==> config.mk <==
export PLATFORM = sky130hd
export DESIGN_NAME = ex_div_ctrl
export DESIGN_NICKNAME = d
export VERILOG_FILES = /design/src/rtl/ex_div_ctrl_pkg.sv /design/src/rtl/ex_div_ctrl_div_step.sv /design/src/rtl/ex_div_ctrl.sv
export SDC_FILE = /design/constraint.sdc
export NUM_CORES = 1
export LEC_CHECK = 0
export CAP_MARGIN = 20
export CELL_PAD_IN_SITES_DETAIL_PLACEMENT = 0
export CELL_PAD_IN_SITES_GLOBAL_PLACEMENT = 1
export CORE_ASPECT_RATIO = 1.4
export CORE_MARGIN = 4
export CORE_UTILIZATION = 45
export DETAILED_ROUTE_END_ITERATION = 10
export GPL_ROUTABILITY_DRIVEN = 0
export GPL_TIMING_DRIVEN = 0
export PLACE_DENSITY_LB_ADDON = 0.1
export SYNTH_ARGS = -nofsm -noshare
export SYNTH_HDL_FRONTEND = slang
export SYNTH_SLANG_ARGS = --single-unit
==> constraint.sdc <==
create_clock -name clk -period 6.25 [get_ports clk]
set_input_delay 0.625 -clock clk [delete_from_list [all_inputs] [get_ports clk]]
set_output_delay 0.625 -clock clk [all_outputs]
set_load 0.1 [all_outputs]
==> src/rtl/ex_div_ctrl_pkg.sv <==
// Shared encodings for the EX-stage divide sequencer: FSM states and handshake levels.
package ex_div_ctrl_pkg;

  typedef enum logic [1:0] {
    DIV_FREE    = 2'b00,
    DIV_BY_ZERO = 2'b01,
    DIV_ON      = 2'b10,
    DIV_END     = 2'b11
  } div_state_e;

  localparam logic DIV_RESULT_READY     = 1'b1;
  localparam logic DIV_RESULT_NOT_READY = 1'b0;
  localparam logic DIV_START            = 1'b1;
  localparam logic DIV_STOP             = 1'b0;

  localparam int DOUBLE_REG_BUS_W = 64;

endpackage

==> src/rtl/ex_div_ctrl_div_step.sv <==
// One radix-2 restoring-division iteration: trial subtract of the divisor from the
// partial remainder window, then shift in the next quotient bit.
module ex_div_ctrl_div_step #(
  parameter int DATA_W = 32
) (
  input  logic [2*DATA_W:0]   i_work,
  input  logic [DATA_W-1:0]   i_divisor,
  output logic [2*DATA_W:0]   o_work
);

  logic [DATA_W:0] w_diff;
  logic            w_unused;

  // The top bit of the working register is always zero after a step; it is carried
  // only to keep the window arithmetic one bit wider than the remainder.
  assign w_unused = i_work[2*DATA_W];

  assign w_diff = i_work[2*DATA_W-1:DATA_W-1] - {1'b0, i_divisor};

  assign o_work = w_diff[DATA_W] ? {i_work[2*DATA_W-1:0], 1'b0}
                                 : {1'b0, w_diff[DATA_W-1:0], i_work[DATA_W-2:0], 1'b1};

endmodule

==> src/rtl/ex_div_ctrl.sv <==
// Multi-cycle DIV/DIVU sequencer for EX: one quotient bit per cycle, stall request
// while busy, {remainder, quotient} returned through a start/ready handshake.
module ex_div_ctrl
  import ex_div_ctrl_pkg::*;
#(
  parameter int DATA_W = 32,
  parameter int CNT_W  = 6
) (
  input  logic                clk,
  input  logic                rst,
  input  logic                start_i,
  input  logic                annul_i,
  input  logic                signed_i,
  input  logic [DATA_W-1:0]   opdata1_i,
  input  logic [DATA_W-1:0]   opdata2_i,
  output logic [2*DATA_W-1:0] result_o,
  output logic                ready_o,
  output logic                stallreq_o
);

  div_state_e          r_state, w_state_next;
  logic [CNT_W-1:0]    r_cnt;
  logic [2*DATA_W:0]   r_work, w_work_step;
  logic [DATA_W-1:0]   r_divisor;
  logic                r_sign1, r_sign2, r_signed;
  logic [2*DATA_W-1:0] r_result;
  logic                r_ready;

  logic                w_accept, w_cnt_done, w_div_zero;
  logic [DATA_W-1:0]   w_abs1, w_abs2, w_quot, w_rem, w_quot_fix, w_rem_fix;

  assign w_accept   = (start_i == DIV_START) & ~annul_i;
  assign w_div_zero = (opdata2_i == '0);
  assign w_cnt_done = (r_cnt == CNT_W'(DATA_W));

  assign w_abs1 = (signed_i & opdata1_i[DATA_W-1]) ? -opdata1_i : opdata1_i;
  assign w_abs2 = (signed_i & opdata2_i[DATA_W-1]) ? -opdata2_i : opdata2_i;

  assign w_quot     = r_work[DATA_W-1:0];
  assign w_rem      = r_work[2*DATA_W-1:DATA_W];
  assign w_quot_fix = (r_signed & (r_sign1 ^ r_sign2)) ? -w_quot : w_quot;
  assign w_rem_fix  = (r_signed & r_sign1) ? -w_rem : w_rem;

  ex_div_ctrl_div_step #(.DATA_W(DATA_W)) u_div_step (
    .i_work    (r_work),
    .i_divisor (r_divisor),
    .o_work    (w_work_step)
  );

  always_ff @(posedge clk) begin
    if (rst) begin
      r_state <= DIV_FREE;
    end else begin
      r_state <= w_state_next;
    end
  end

  always_comb begin
    w_state_next = r_state;
    stallreq_o   = 1'b0;
    case (r_state)
      DIV_FREE: begin
        stallreq_o = w_accept;
        if (w_accept) begin
          w_state_next = w_div_zero ? DIV_BY_ZERO : DIV_ON;
        end
      end
      DIV_BY_ZERO: begin
        stallreq_o   = 1'b1;
        w_state_next = annul_i ? DIV_FREE : DIV_END;
      end
      DIV_ON: begin
        stallreq_o = 1'b1;
        if (annul_i) begin
          w_state_next = DIV_FREE;
        end else if (w_cnt_done) begin
          w_state_next = DIV_END;
        end
      end
      DIV_END: begin
        if (start_i == DIV_STOP) begin
          w_state_next = DIV_FREE;
        end
      end
      default: w_state_next = DIV_FREE;
    endcase
  end

  // Datapath: operand capture on acceptance, iteration, and result/ready registers.
  always_ff @(posedge clk) begin
    if (rst) begin
      r_cnt     <= '0;
      r_work    <= '0;
      r_divisor <= '0;
      r_sign1   <= 1'b0;
      r_sign2   <= 1'b0;
      r_signed  <= 1'b0;
      r_result  <= '0;
      r_ready   <= DIV_RESULT_NOT_READY;
    end else begin
      case (r_state)
        DIV_FREE: begin
          if (w_accept && !w_div_zero) begin
            r_cnt     <= '0;
            r_work    <= {{(DATA_W+1){1'b0}}, w_abs1};
            r_divisor <= w_abs2;
            r_sign1   <= opdata1_i[DATA_W-1];
            r_sign2   <= opdata2_i[DATA_W-1];
            r_signed  <= signed_i;
          end
        end
        DIV_BY_ZERO: begin
          if (!annul_i) begin
            r_result <= '0;
            r_ready  <= DIV_RESULT_READY;
          end
        end
        DIV_ON: begin
          if (!annul_i) begin
            if (w_cnt_done) begin
              r_result <= {w_rem_fix, w_quot_fix};
              r_ready  <= DIV_RESULT_READY;
            end else begin
              r_work <= w_work_step;
              r_cnt  <= r_cnt + 1'b1;
            end
          end
        end
        DIV_END: begin
          if (start_i == DIV_STOP) begin
            r_ready <= DIV_RESULT_NOT_READY;
          end
        end
        default: r_ready <= DIV_RESULT_NOT_READY;
      endcase
    end
  end

  assign result_o = r_result;
  assign ready_o  = r_ready;

endmodule

Word-level counts from Yosys, hierarchy flattened
Cells that the tools add are included.

operators by class
  add/subtract/negate cells = 6
  eq/ne operators = 12
  muxes and demuxes = 30
  bitwise gates (word level) = 7
  reduce and logical (&&, ||, !) cells = 13

operators by type and width
  kind                                                              count
  64-bit two-way mux                                                7
  64-bit one-hot mux with 2 select lines                            2
  32-bit two-way mux                                                4
  32-bit negator                                                    4
  33-bit by 32-bit subtractor with 33-bit output                    1
  32-bit zero test                                                  1
  6-bit two-way mux                                                 3
  2-bit != test (second input constant)                             7
  2-bit two-way mux                                                 6
  6-bit one-hot mux with 2 select lines                             1
  2-bit one-hot mux with 4 select lines                             1
  4-bit AND reduction                                               2
  6-bit by 1-bit adder with 6-bit output (second input constant)    1
  6-bit == test (second input constant)                             1
  1-bit bitwise AND                                                 5
  5-bit AND reduction                                               1
  2-bit == test (second input constant)                             2
  1-bit two-way mux                                                 4
  2-bit nonzero test                                                2
  3-bit != test (second input constant)                             1
  1-bit one-hot mux with 3 select lines                             1
  3-bit AND reduction                                               1
  3-bit nonzero test                                                1
  2-bit by 1-bit == test with 1-bit output (second input constant)  1
  8 further kinds                                                   8

storage, ports and cells
  flip-flop bits (word level) = 172
  input bits = 69
  output and inout bits = 66

Logic depth before layout (Yosys ltp)
Gate-level depths: netlist of run 1.

  word-level depth = 6
  gate-level depth with buffers = 14
  depth with buffers taken out = 12

Cells and area by module
From an unflattened synthesis of run 1, not the netlist that was laid out.

second synthesis, totals
  cells, all modules = 1565
  area, all modules = 12463.2 µm²

by module, submodules not included
  module                times used  cells each  area each (µm²)
  ex_div_ctrl           1           1178        9769.4
  ex_div_ctrl_div_step  1           387         2693.8

Worst setup path after synthesis of run 1
No wires, ideal clock.

  kind = reg-to-reg
  start point = register r_work[52]
  end point = register r_work[42]
  setup time = 0.127 ns
  data arrival time = 2.808 ns
  data required time = 6.123 ns
  setup slack = 3.314 ns
  cell stages (with the launch flop) = 13
  buffers on the path = 3
  cell sequence = dfxtp_1 > ha_1 > buf_6 > a21o_1 > or4_1 > a22oi_2 > a21oi_2 > o31ai_4 > xnor2_1 > buf_6 > buf_6 > mux2i_1 > o21ai_1

between the ends
  cells in the longest elaborated chain, start to end = 5

ends and longest elaborated chain
  element                                         RTL line                    source
  start: declaration                              ex_div_ctrl.sv:23           logic [2*DATA_W:0] r_work, w_work_step;
  start signal: assignment                        ex_div_ctrl.sv:105          r_work <= {{(DATA_W+1){1'b0}}, w_abs1};
  start signal: assignment                        ex_div_ctrl.sv:124          r_work <= w_work_step;
  33-bit by 32-bit subtractor with 33-bit output  ex_div_ctrl_div_step.sv:18  assign w_diff = i_work[2*DATA_W-1:DATA_W-1] - {1'b0, i_divisor};
  64-bit two-way mux                              ex_div_ctrl_div_step.sv:20  assign o_work = w_diff[DATA_W] ? {i_work[2*DATA_W-1:0], 1'b0}
  64-bit two-way mux                              ex_div_ctrl.sv:120          if (w_cnt_done) begin
  64-bit two-way mux                              ex_div_ctrl.sv:119          if (!annul_i) begin
  64-bit one-hot mux with 2 select lines          ex_div_ctrl.sv:101          case (r_state)

No other way between the ends. The select of a mux whose other input is x is not followed.
A chain may end at the register's enable or synchronous reset.

Worst setup path after layout of run 1
  start point = register r_work[50]
  end point = register r_work[0]

The elaborated chain is that of the path after synthesis.

==> impl_metrics.ini, run 1 <==
[status]
status = complete, no violations

[floorplan]
die_area_um2 = 27500
dieHeight_um = 194
initial_core_util = 0.455
die_w_um = 141
core_area_um2 = 24600
fp-row-count = 68
pin_count = 135

[critical_path]
startpoint_type = flop
slowest_delay_ns = 0.54
cp_data_arrival_time_ns = 3.80
crit_type = flop to flop
endpoint_kind = flop
cp.required_ns = 6.60
crit_path_max_fanout = 10
reg2reg_depth = 11
crit_chain = ha_1 -> a21oi_1 -> o22ai_1 -> or4_1 -> a22oi_2 -> a21oi_2 -> o31ai_4 -> xnor2_1 -> buf_2 -> nand2_1 -> a221oi_2
rrSetupSlack_ns = 2.80
cp_slowest_cell = dfxtp_1

[yosys]
synthTopCellsByCount = nand2_1 (190), dfxtp_1 (172), nor2_1 (164)
synth_cell_type_count = 72
synth_area_um2 = 11200
netlist_top_cells_area = dfxtp_1 (31%), nand2_1 (6.4%), xnor2_1 (6.2%)
yosysTopAreaCell = dfxtp_1
ys.flop_type = dfxtp_1
avgSynthCellArea_um2 = 7.63
synth_edf_count = 0
synth_most_common_cell = nand2_1
async_reset_ff_frac = 0
ys_seq_area_frac = 0.308
syn-num-nets = 1578
ys_warn_count = 0
synth_top_area_share = 0.308
syn_inst = 1465
ys_ff_latch = 172

[clock_tree]
post_cts_buffers = 0
htree_levels = 4
cts_resized = 0
cts_buffer_depth = 2
clk_latency_ns = 0.44
cts_tree = built
cts_hold_buf = 0
clock_sink_count = 172
clk_pin_slew_worst_paths_ns = 0.07
cts-root-buf = clkbuf_16
cts_buffers = 17

[drt]
routedWlPerCell_um = 18.1
ant_nets = 0
finalWirelength_mm = 35.2
avgViaCountPerCell = 5.62
drc = 0
drtIter0Drc = 559
first_pass_iters = 5
via_count = 10900

[global_routing]
grt_max_degree = 17
overflow = 0
grt_pass1_vias = 10900
grt_first_pass_wirelength_mm = 56.6
antenna_found_initial = 0
grtUsageTotal = 0.256

[pwr]
total_power_mw = 4.60
ir_drop_mv = 0.209
p_per_area_nw_per_um2 = 341
leakage_nw = 5.09

[finish]
diodes = 0
nets = 1732
areaGrowthSynthToFinish_pct = 20.9
final_util = 0.549
drive_above_1_share = 0.0490

[sta]
min_period_ns = 3.45
rsz0062_at_grt = false
holdWs_ns = 0.455
report.final.slew_viol_count = 0
finalCritPeriodShare = 0.551
hold_viol_final = 0
setup_viol = 0
setup-tns-final_ns = 0
fmaxAchievable_mhz = 290
tightest_slew_ns = 1.01
max_slew_margin = 0.323
final.setup_skew_ns = 0.0105

[min_path]
whs_path_depth = 2
hold_path_class = flop to flop

[flow_run]
max_cap_violations = 0

[placement]
io_buffers = 134
hpwl_mm = 28.0
-- stage by stage --
| step | instance area (um^2) | setup slack (ns) | cells |
|---|---|---|---|
| 2_1_floorplan | 11200 | 3.31 | 1465 |
| 3_3_place_gp | 12900 | 2.35 | 1914 |
| 3_5_place_dp | 12900 | 2.44 | 1915 |
| 4_1_cts | 13500 | 2.79 | 1947 |
| 5_1_grt | 13500 | 2.57 | 1947 |
| 6_report | 13500 | 2.80 | 1947 |
-- final timing paths --
kind                             startpoint     endpoint
worst min register to register  result_o[3]  result_o[3]
worst max-delay path             r_work[50]    r_work[0]
worst max register to register   r_work[50]    r_work[0]
worst min-delay path            result_o[3]  result_o[3]
-- placed cells by master (no fill, tap or decap), drive strengths merged, types with 4 or more instances in the layout --
cell type,count
nand2,190
or4,15
xnor2,79
nand3,31
a211oi,38
o21bai,4
nor2,165
a22oi,50
nor3,32
o31ai,21
o211ai,4
and2,7
mux2i,23
nand4,12
inv,62
or3,13
nand2b,19
and3,7
dfxtp,172
nor2b,6
nor4,17
o21a,5
clkdlybuf4s50,134
a32oi,9
a21oi,121
clkbuf,78
a31oi,8
o41ai,11
ha,43
buf,30
a21o,12
o21ai,106
xor2,65
-- kinds of logic after synthesis --
kind of cell,Yosys count,share of synthesized area
AND/OR/NAND/NOR,523,0.214
AO/OA/AOI/OAI,414,0.238
flip-flops,172,0.308
XOR/XNOR,144,0.114
buffers and inverters,144,0.0551
adder cells (fa/ha/maj),44,0.0499
multiplexers,24,0.0216
-- cell type report --
type,count,area [um^2]
plain buffers,86,398
well taps,315,394
fillers,2443,11100
clock buffers,21,460
flip-flops and latches,172,3440
inverters,58,218
clock inverters,11,131
multi-input cells,1149,7120
repair buffers,135,1350
-- state kept, by name, summed over array words and instances, names as in the netlist --
name / count
r_divisor: 32
r_sign2: 1
r_state: 2
ready_o: 1
r_cnt: 6
r_work: 64
r_sign1: 1
result_o: 64
r_signed: 1
-- worst max-delay path: cells and delay by family (launching register included) --
kind | cells | cell delay [ns]
buffers and inverters | 1 | 0.36
DFF | 1 | 0.54
and+or+nand+nor | 2 | 0.57
xor gates and xnor gates | 1 | 0.20
adders and majority gates | 1 | 0.36
AOI/OAI and AO/OA | 6 | 1.32
-- power by group --
group	switching [mW]	internal [mW]	total [mW]
Sequential	0.132	1.22	1.35
Combinational	1.43	0.736	2.17
Clock	0.468	0.615	1.08
Total	2.03	2.57	4.60
-- metal layers --
metal,GRT usage,part of all wire,vias to the layer above
met5,0,0,-
met4,0.113,0.047,0
met1,0.269,0.38,5158
li1,-,-,5507
met3,0.0364,0.029,77
met2,0.493,0.55,202
(Power assumes the default switching activity.)
==> run 2, diff against run 1 <==
--- a/config.mk
+++ b/config.mk
@@ -10,7 +10,7 @@
 export CELL_PAD_IN_SITES_GLOBAL_PLACEMENT = 1
 export CORE_ASPECT_RATIO = 1.4
 export CORE_MARGIN = 4
-export CORE_UTILIZATION = 45
+export CORE_UTILIZATION = 38
 export DETAILED_ROUTE_END_ITERATION = 10
 export GPL_ROUTABILITY_DRIVEN = 0
 export GPL_TIMING_DRIVEN = 0
==> constraint.sdc (replaced) <==
create_clock -name clk -period 2.8 [get_ports clk]
set_input_delay 0.28 -clock clk [delete_from_list [all_inputs] [get_ports clk]]
set_output_delay 0.28 -clock clk [all_outputs]
set_load 0.1 [all_outputs]
==> run 2 against run 1 <==
The run now ends with negative setup slack left. Maximum frequency up 15%. Die area rose by 17%. Via count up 1.2%. First-iteration DRC count fell by 8.4%. Critical path type unchanged. Largest cell class unchanged. Largest power group unchanged. Highest routed layer unchanged.
==> impl_metrics.ini, run 2 (synthesis gave the netlist of run 1 again) <==
[critical_path]
cp_slowest_cell = ha_2
startpoint_type = flop
cp.required_ns = 3.11
cp.buffers_inverters = 3
reg2reg_depth = 13
slowest_delay_ns = 0.39
cp.depth = 13
crit_path_max_fanout = 6
cp_data_arrival_time_ns = 3.31
endpoint_kind = flop
crit_type = flop to flop
cpMostUsedCell = buf_6
cp_top_family = simple AND/OR/NAND/NOR gates
crit_chain = ha_2 -> nand3_1 -> nor3_2 -> nor3b_1 -> o21ai_2 -> a21oi_4 -> o31ai_4 -> buf_6 -> xnor2_4 -> buf_6 -> buf_12 -> mux2i_2 -> o21ai_1

[clock_tree]
cts_buffer_depth = 2
clock_sink_count = 172
htree_levels = 4
cts_buffers = 17
clk_latency_ns = 0.44
clk_pin_slew_worst_paths_ns = 0.07
cts_tree = built
cts_hold_buf = 0
cts-root-buf = clkbuf_16

[pwr]
sw_frac_of_total = 0.442
seqPwrFrac = 0.274
share_comb_of_total_power = 0.513
switchingPower_mw = 4.86
pwr-share-clk = 0.213
leakage_nw = 5.45
total_power_mw = 11.0
ir_drop_mv = 0.469
p_int_mw = 6.15
p_per_area_nw_per_um2 = 761

[global_routing]
use_met3 = 0.0295
grtUsageMet2 = 0.460
grt_first_pass_wirelength_mm = 59.3
antenna_found_initial = 0
busiest_layer = met2
overflow = 0
grt_pass1_vias = 11100
gr-usage-met1 = 0.239
grtUsageTotal = 0.231
grt_max_degree = 17

[sta]
layout_setup_ws_ns = -0.204
hold_viol_final = 0
finalCritPeriodShare = 1.07
rsz0062_at_grt = true
final.setup_skew_ns = 0.00785
setup_viol = 33
fmaxAchievable_mhz = 333
report.final.slew_viol_count = 0
tightest_slew_ns = 1.04
max_slew_margin = 0.307
min_period_ns = 3.00

[floorplan]
initial_core_util = 0.384
core_area_um2 = 29100
dieHeight_um = 211
die_w_um = 153
fp-row-count = 74
pin_count = 135
die_area_um2 = 32300

[finish]
layout_commonest_cell = nand2_1
final_cells = 2047
register_area_um2 = 3490
nets = 1767
mostFrequentLayoutCells = nand2_1 (186), nor2_1 (162), dfxtp_1 (152)
diodes = 0
multi_input_area_um2 = 7560
final_util = 0.498
areaGrowthSynthToFinish_pct = 29.5
drive_above_1_share = 0.124
num-fill-cells = 2950

[placement]
io_buffers = 134
hpwl_mm = 29.6
dp.cells = 1980

[drt]
routedWlPerCell_um = 18.6
drtIter0Drc = 512
drc = 0
avgViaCountPerCell = 5.41
first_pass_iters = 5
via_count = 11100
finalWirelength_mm = 38.0
ant_nets = 0

[status]
violations = negative setup slack
status = finished, violations left

[min_path]
hold_path_class = primary input to flop
whs_path_depth = 4

[flow_run]
max_cap_violations = 0
==> run 2: area by class of cell <==
cell class,count,area share
multi-input cells,1149,0.523
clock buffers,20,0.0316
clock inverters,12,0.00795
repair buffers,174,0.120
plain buffers,82,0.0284
flip-flops and latches,172,0.241
well taps,380,0.0329
inverters,58,0.0154
==> run 2: tightest hold or removal path, delay by kind of cell <==
family,cells,cell delay (ns)
buffers and inverters,1,0.19
XOR/XNOR,1,0.11
AO/OA/AOI/OAI,1,0.05
AND/OR/NAND/NOR,1,0.08
==> run 2: layer usage <==
layer | routed length [um] | share of wire
met4 | 1750 | 0.046
met3 | 975 | 0.026
met5 | 0 | 0
met2 | 21000 | 0.55
met1 | 14200 | 0.37
==> run 2: path summary, 6_finish.rpt <==
| kind | start | to | slack [ns] |
|---|---|---|---|
| max | r_work[49] | r_work[44] | -0.20 |
| min reg2reg | result_o[0] | result_o[0] | 0.45 |
| max reg2reg | r_work[49] | r_work[44] | -0.20 |
| min | opdata2_i[20] | r_divisor[20] | 0.32 |
==> run 2: power by group through the flow <==
stage	logic (mW)	registers (mW)	clock network [mW]
final	5.65	3.02	2.34
after detailed placement	4.90	3.07	0
after global routing	6.18	3.06	2.48
after CTS	5.44	3.01	2.39
after global placement	4.89	3.07	0
after floorplan	3.34	3.13	0
==> run 2: repair_timing <==
| action | in CTS | in global routing |
|---|---|---|
| pin swaps | 32 | 15 |
| cloned | 3 | 0 |
| setup endpoints to repair | 139 | 146 |
| gates resized for setup | 88 | 64 |
| setup buffers | 23 | 13 |
==> run 2: stage by stage <==
step | cell area, um^2 | TNS, ns | setup WS (ns) | hold slack, ns
after floorplan | 11200 | 0 | 0.00630 | 0.416
after CTS | 14200 | -4.33 | -0.202 | 0.458
after global placement | 13000 | -75.71 | -0.835 | 0.444
after detailed placement | 13000 | -74.59 | -0.665 | 0.448
final | 14500 | -4.37 | -0.204 | 0.323
after global routing | 14500 | -7.56 | -0.296 | 0.367
==> RTL change 1: new RTL, settings of run 2 <==
The 4 states of `div_state_e` get a one-hot encoding in 4 bits.
--- a/src/rtl/ex_div_ctrl_pkg.sv
+++ b/src/rtl/ex_div_ctrl_pkg.sv
@@ -1,11 +1,11 @@
 // Shared encodings for the EX-stage divide sequencer: FSM states and handshake levels.
 package ex_div_ctrl_pkg;
 
-  typedef enum logic [1:0] {
-    DIV_FREE    = 2'b00,
-    DIV_BY_ZERO = 2'b01,
-    DIV_ON      = 2'b10,
-    DIV_END     = 2'b11
+  typedef enum logic [3:0] {
+    DIV_FREE    = 4'b0001,
+    DIV_BY_ZERO = 4'b0010,
+    DIV_ON      = 4'b0100,
+    DIV_END     = 4'b1000
   } div_state_e;
 
   localparam logic DIV_RESULT_READY     = 1'b1;
Formal check against the unedited RTL: no difference found for any inputs over 4 cycles, from zero or initial values and one cycle with rst high; so few cycles prove little.
==> RTL change 1 against run 2 <==
Synthesized cell count decreased by 3.9%. Critical endpoint is now r_work[33]. Sequential share of layout area increased by 1.1 points. Via count decreased by 4.9%. Highest routed layer unchanged. Non-clock buffer count shrank 31. Worst setup slack gained 300 ps. Design area decreased by 3.6%. Global-route usage shrank 0.40 points. Sequential cell count grew 2. Wire length down 4.8%. Area after synthesis decreased by 2.0%.
Power is not compared: it rests on default switching activity, and its combinational part moved more than twofold at a synthesized area within 25%.
==> RTL change 1: results (changes against run 2) <==
Run status
  – Result of the run: finished clean

Min path
  – Hold path depth: 3 (-1)

Final layout
  – Net count, final: 1681 (-4.9%)
  – Area of the multi-input gates: 7260 um^2 (-4.1%)
  – Clock network area share: 4.06% (+0.11 points)
  – Reg area: 3520 um^2 (+0.97%)
  – Multi-input comb cells: 1098 (-4.4%)
  – Plain + repair buffers: 225 (-12%)
  – Post-route insts no fill: 1960 (-4.3%)
  – Signal buf overhead: 13.7% (-1.1 points)
  – Inverters: 57 (-1.7%)

Global route
  – First-pass GRT wire length: 56200 um (-5.2%)
  – All-Layer GR Usage: 22.7% (-0.40 points)
  – Vias in the first global route: 10500 (-5.4%)

Clock network
  – Clk sink count: 174 (+1.2%)

Placement
  – Final HPWL DP: 28600 um (-3.6%)

Synth
  – Post-Syn Nets: 1516 (-3.9%)
  – Post-synthesis compound-gate area fraction: 23.4% (-0.43 points)
  – Syn_area_per_cell: 7.78 um^2 (+1.9%)
  – Largest cells by area after synthesis: dfxtp_1 32%, nor2_1 6.8%, xnor2_1 6.2%
  – Post-synthesis sequential area ratio: 31.8% (+1.0 points)
  – Post-Synth Adder-Cell Area: 4.53% (-0.47 points)
  – Synth Area in XOR/XNOR: 11.9% (+0.56 points)
  – Post-synth top cells: 197 x nor2_1, 174 x dfxtp_1, 117 x a21oi_1

STA
  – Worst-margin pin slew: 1000 ps (-31.5 ps)
  – Setup Skew: 15.1 ps (+7.23 ps)
  – Setup_tns: 0 ps (+4370 ps)

Setup path
  – R2R depth: 14 (+1)
  – Max FO, Critical Path: 5 (-1)
  – Crit path DAT: 3070 ps (-240 ps)
  – Largest delay share family, worst path: compound AO/OA/AOI/OAI gates
  – Max incr delay on CP: 360 ps (-30 ps)
RTL change 1: cell types whose count changed in the layout (fill, tap and decap cells not counted), moves of 8 or more:
cell	change
buf_4	-19
o21ai_1	-20
nor2_1	+32
nor3_1	+11
o21ai_0	+8
buf_6	-8
a211oi_1	+16
nand3_1	-12
a22oi_1	-15
nand2_1	-73
RTL change 1: kinds of logic after synthesis:
group,after synthesis
simple gates,484
flops,174
xor+xnor,148
mux,25
buf+inv,136
compound gates,402
fa+ha+maj,39
RTL change 1: path summary, 6_finish.rpt:
path | startpoint | endpoint | slack, ps
setup / recovery | r_work[31] | r_work[33] | 100
hold / removal | opdata2_i[0] | r_divisor[0] | 190
setup reg to reg | r_work[31] | r_work[33] | 100
hold reg to reg | result_o[62] | result_o[62] | 450
RTL change 1: routing by layer:
layer	global-route usage, %	vias up	wire [um]
met3	3.10	43	864
li1	-	5330	-
met2	46.0	160	20900
met5	0	-	0
met1	23.5	4997	13600
met4	6.26	0	776
==> RTL change 2: new RTL, settings of run 2 <==
Without the edit above. Set the parameter `CNT_W` to 3 (it was 6).
--- a/src/rtl/ex_div_ctrl.sv
+++ b/src/rtl/ex_div_ctrl.sv
@@ -4,7 +4,7 @@
   import ex_div_ctrl_pkg::*;
 #(
   parameter int DATA_W = 32,
-  parameter int CNT_W  = 6
+  parameter int CNT_W  = 3
 ) (
   input  logic                clk,
   input  logic                rst,
Function: changed (a bounded check fails within 4 cycles, from zero or initial values and one cycle with rst high).
==> RTL change 2 against run 2 <==
The run still ends with negative setup slack left. Via count is 0.79% lower. Worst setup slack better by 9.3 ps. Wire length is 3.2% higher. Hold slack worse by 85 ps. Total power is 6.6% lower. Critical path type unchanged. Sequential cell count is 3 lower. Area after synthesis is 1.4% lower. Design area is 1.8% higher.
==> RTL change 2: results (changes against run 2) <==
STA
  – Worst-margin pin slew: 987 ps (-49.6 ps)
  – Setup_tns: -4690 ps (-317 ps)
  – Setup Skew: 9.06 ps (+1.21 ps)
  – Setup Viol. Count Final: 39 (+18%)
  – Worst Hold Slack: 238 ps (-84.8 ps)
  – Final worst setup slack: -195 ps (+9.27 ps)

Detailed routing
  – Routed wl met2: 21300 um (+1.1%)
  – DR WL met3: 1010 um (+3.7%)
  – Met1 wire length: 14700 um (+3.6%)
  – Via density: 5.46 (+0.84%)
  – Final wirelength: 39200 um (+3.2%)

Min path
  – Hold Path Origin: opdata2_i[0]
  – WHS Endpoint: r_divisor[0]
  – Hold path depth: 3 (-1)

Synth
  – Post-Syn Nets: 1543 (-2.2%)
  – Post-synthesis sequential area ratio: 30.7% (-0.097 points)
  – Netlist cell types: 75 (+4.2%)
  – Post-synth top cells: 181 x nor2_1, 169 x dfxtp_1, 159 x nand2_1
  – Largest cells by area after synthesis: dfxtp_1 31%, xor2_1 6.4%, nor2_1 6.2%

Global route
  – Grt met3 use: 2.95% (about the same)
  – First-pass GRT wire length: 60200 um (+1.6%)
  – GR met2 Demand/Resource: 44.9% (-1.1 points)
  – Grt met1 use: 25.4% (+1.5 points)

Setup path
  – CP startpoint: r_work[43]
  – R2R depth: 12 (-1)

Final layout
  – Post-route insts no fill: 2014 (-1.6%)
  – Net count, final: 1741 (-1.5%)
  – Layout cells sized above 1: 15.6% (+3.1 points)

Placement
  – Final HPWL DP: 30100 um (+1.5%)
  – Number of cells after detailed placement: 1937 (-2.2%)
  – Port Buf Inserts: 132 (-1.5%)
  – Area after DPL: 12900 um^2 (-0.72%)

Run status
  – Result of the run: finished, violations left
  – Failing checks: negative setup slack

Power and ir drop
  – Clk pwr share: 24.0% (+2.7 points)
  – Worst vdd ir: 390 uV (-17%)
  – Pint: 5.91 mW (-3.8%)
  – P_leak: 5.52 nW (+1.3%)
  – Clock Power: 2.47 mW (+6%)
[RTL change 2: changes by cell type in the layout (fill, tap and decap cells not counted), moves of 9 or more]
| cell | change |
|---|---|
| a22o_1 | +16 |
| buf_2 | -9 |
| buf_4 | +10 |
| dfxtp_1 | -9 |
| ha_4 | +9 |
| nand2_1 | -32 |
| nand3_1 | -16 |
| nor2_1 | +15 |
| nor3_1 | +11 |
| o21ai_0 | -17 |
| xnor2_1 | -13 |
| xor2_1 | +16 |
[RTL change 2: cell families after synthesis]
| logic type | count (synthesis) | share of synthesized area, % |
|---|---|---|
| adder cells (fa/ha/maj) | 44 | 5.07 |
| AND/OR/NAND/NOR | 503 | 20.9 |
| buffers and inverters | 141 | 5.24 |
| AO/OA/AOI/OAI | 400 | 23.8 |
| flip-flops | 169 | 30.7 |
| multiplexers | 27 | 2.48 |
| XOR/XNOR | 146 | 11.8 |
[RTL change 2: area by class of cell]
type | instances | area, um^2 | area share [%]
Inverter | 59 | 231 | 1.57
Sequential cell | 169 | 3440 | 23.3
Multi-Input combinational cell | 1120 | 7800 | 52.9
Clock buffer | 20 | 457 | 3.10
Timing Repair Buffer | 183 | 1780 | 12.1
Tap cell | 375 | 469 | 3.19
Buffer | 78 | 410 | 2.79
Clock inverter | 10 | 144 | 0.977
[RTL change 2: what timing repair did]
item                       4_1_cts  5_1_grt
hold endpoints to repair         0        0
setup endpoints to repair      141      143
pin swaps                       45       46
gates cloned                     1        0
resized for setup              117       95
buffers inserted                38       14
[RTL change 2: worst max-delay path, stage by stage, from the launching register on]
cell and delay [ps]:
dfxtp_4 390, ha_4 310, and3_4 200, nand2_4 50, or4_4 490, o2111ai_4 250
a31oi_4 140, o211ai_4 230, xor2_4 180, buf_12 160, buf_12 150, mux2i_4 240
o21ai_1 90
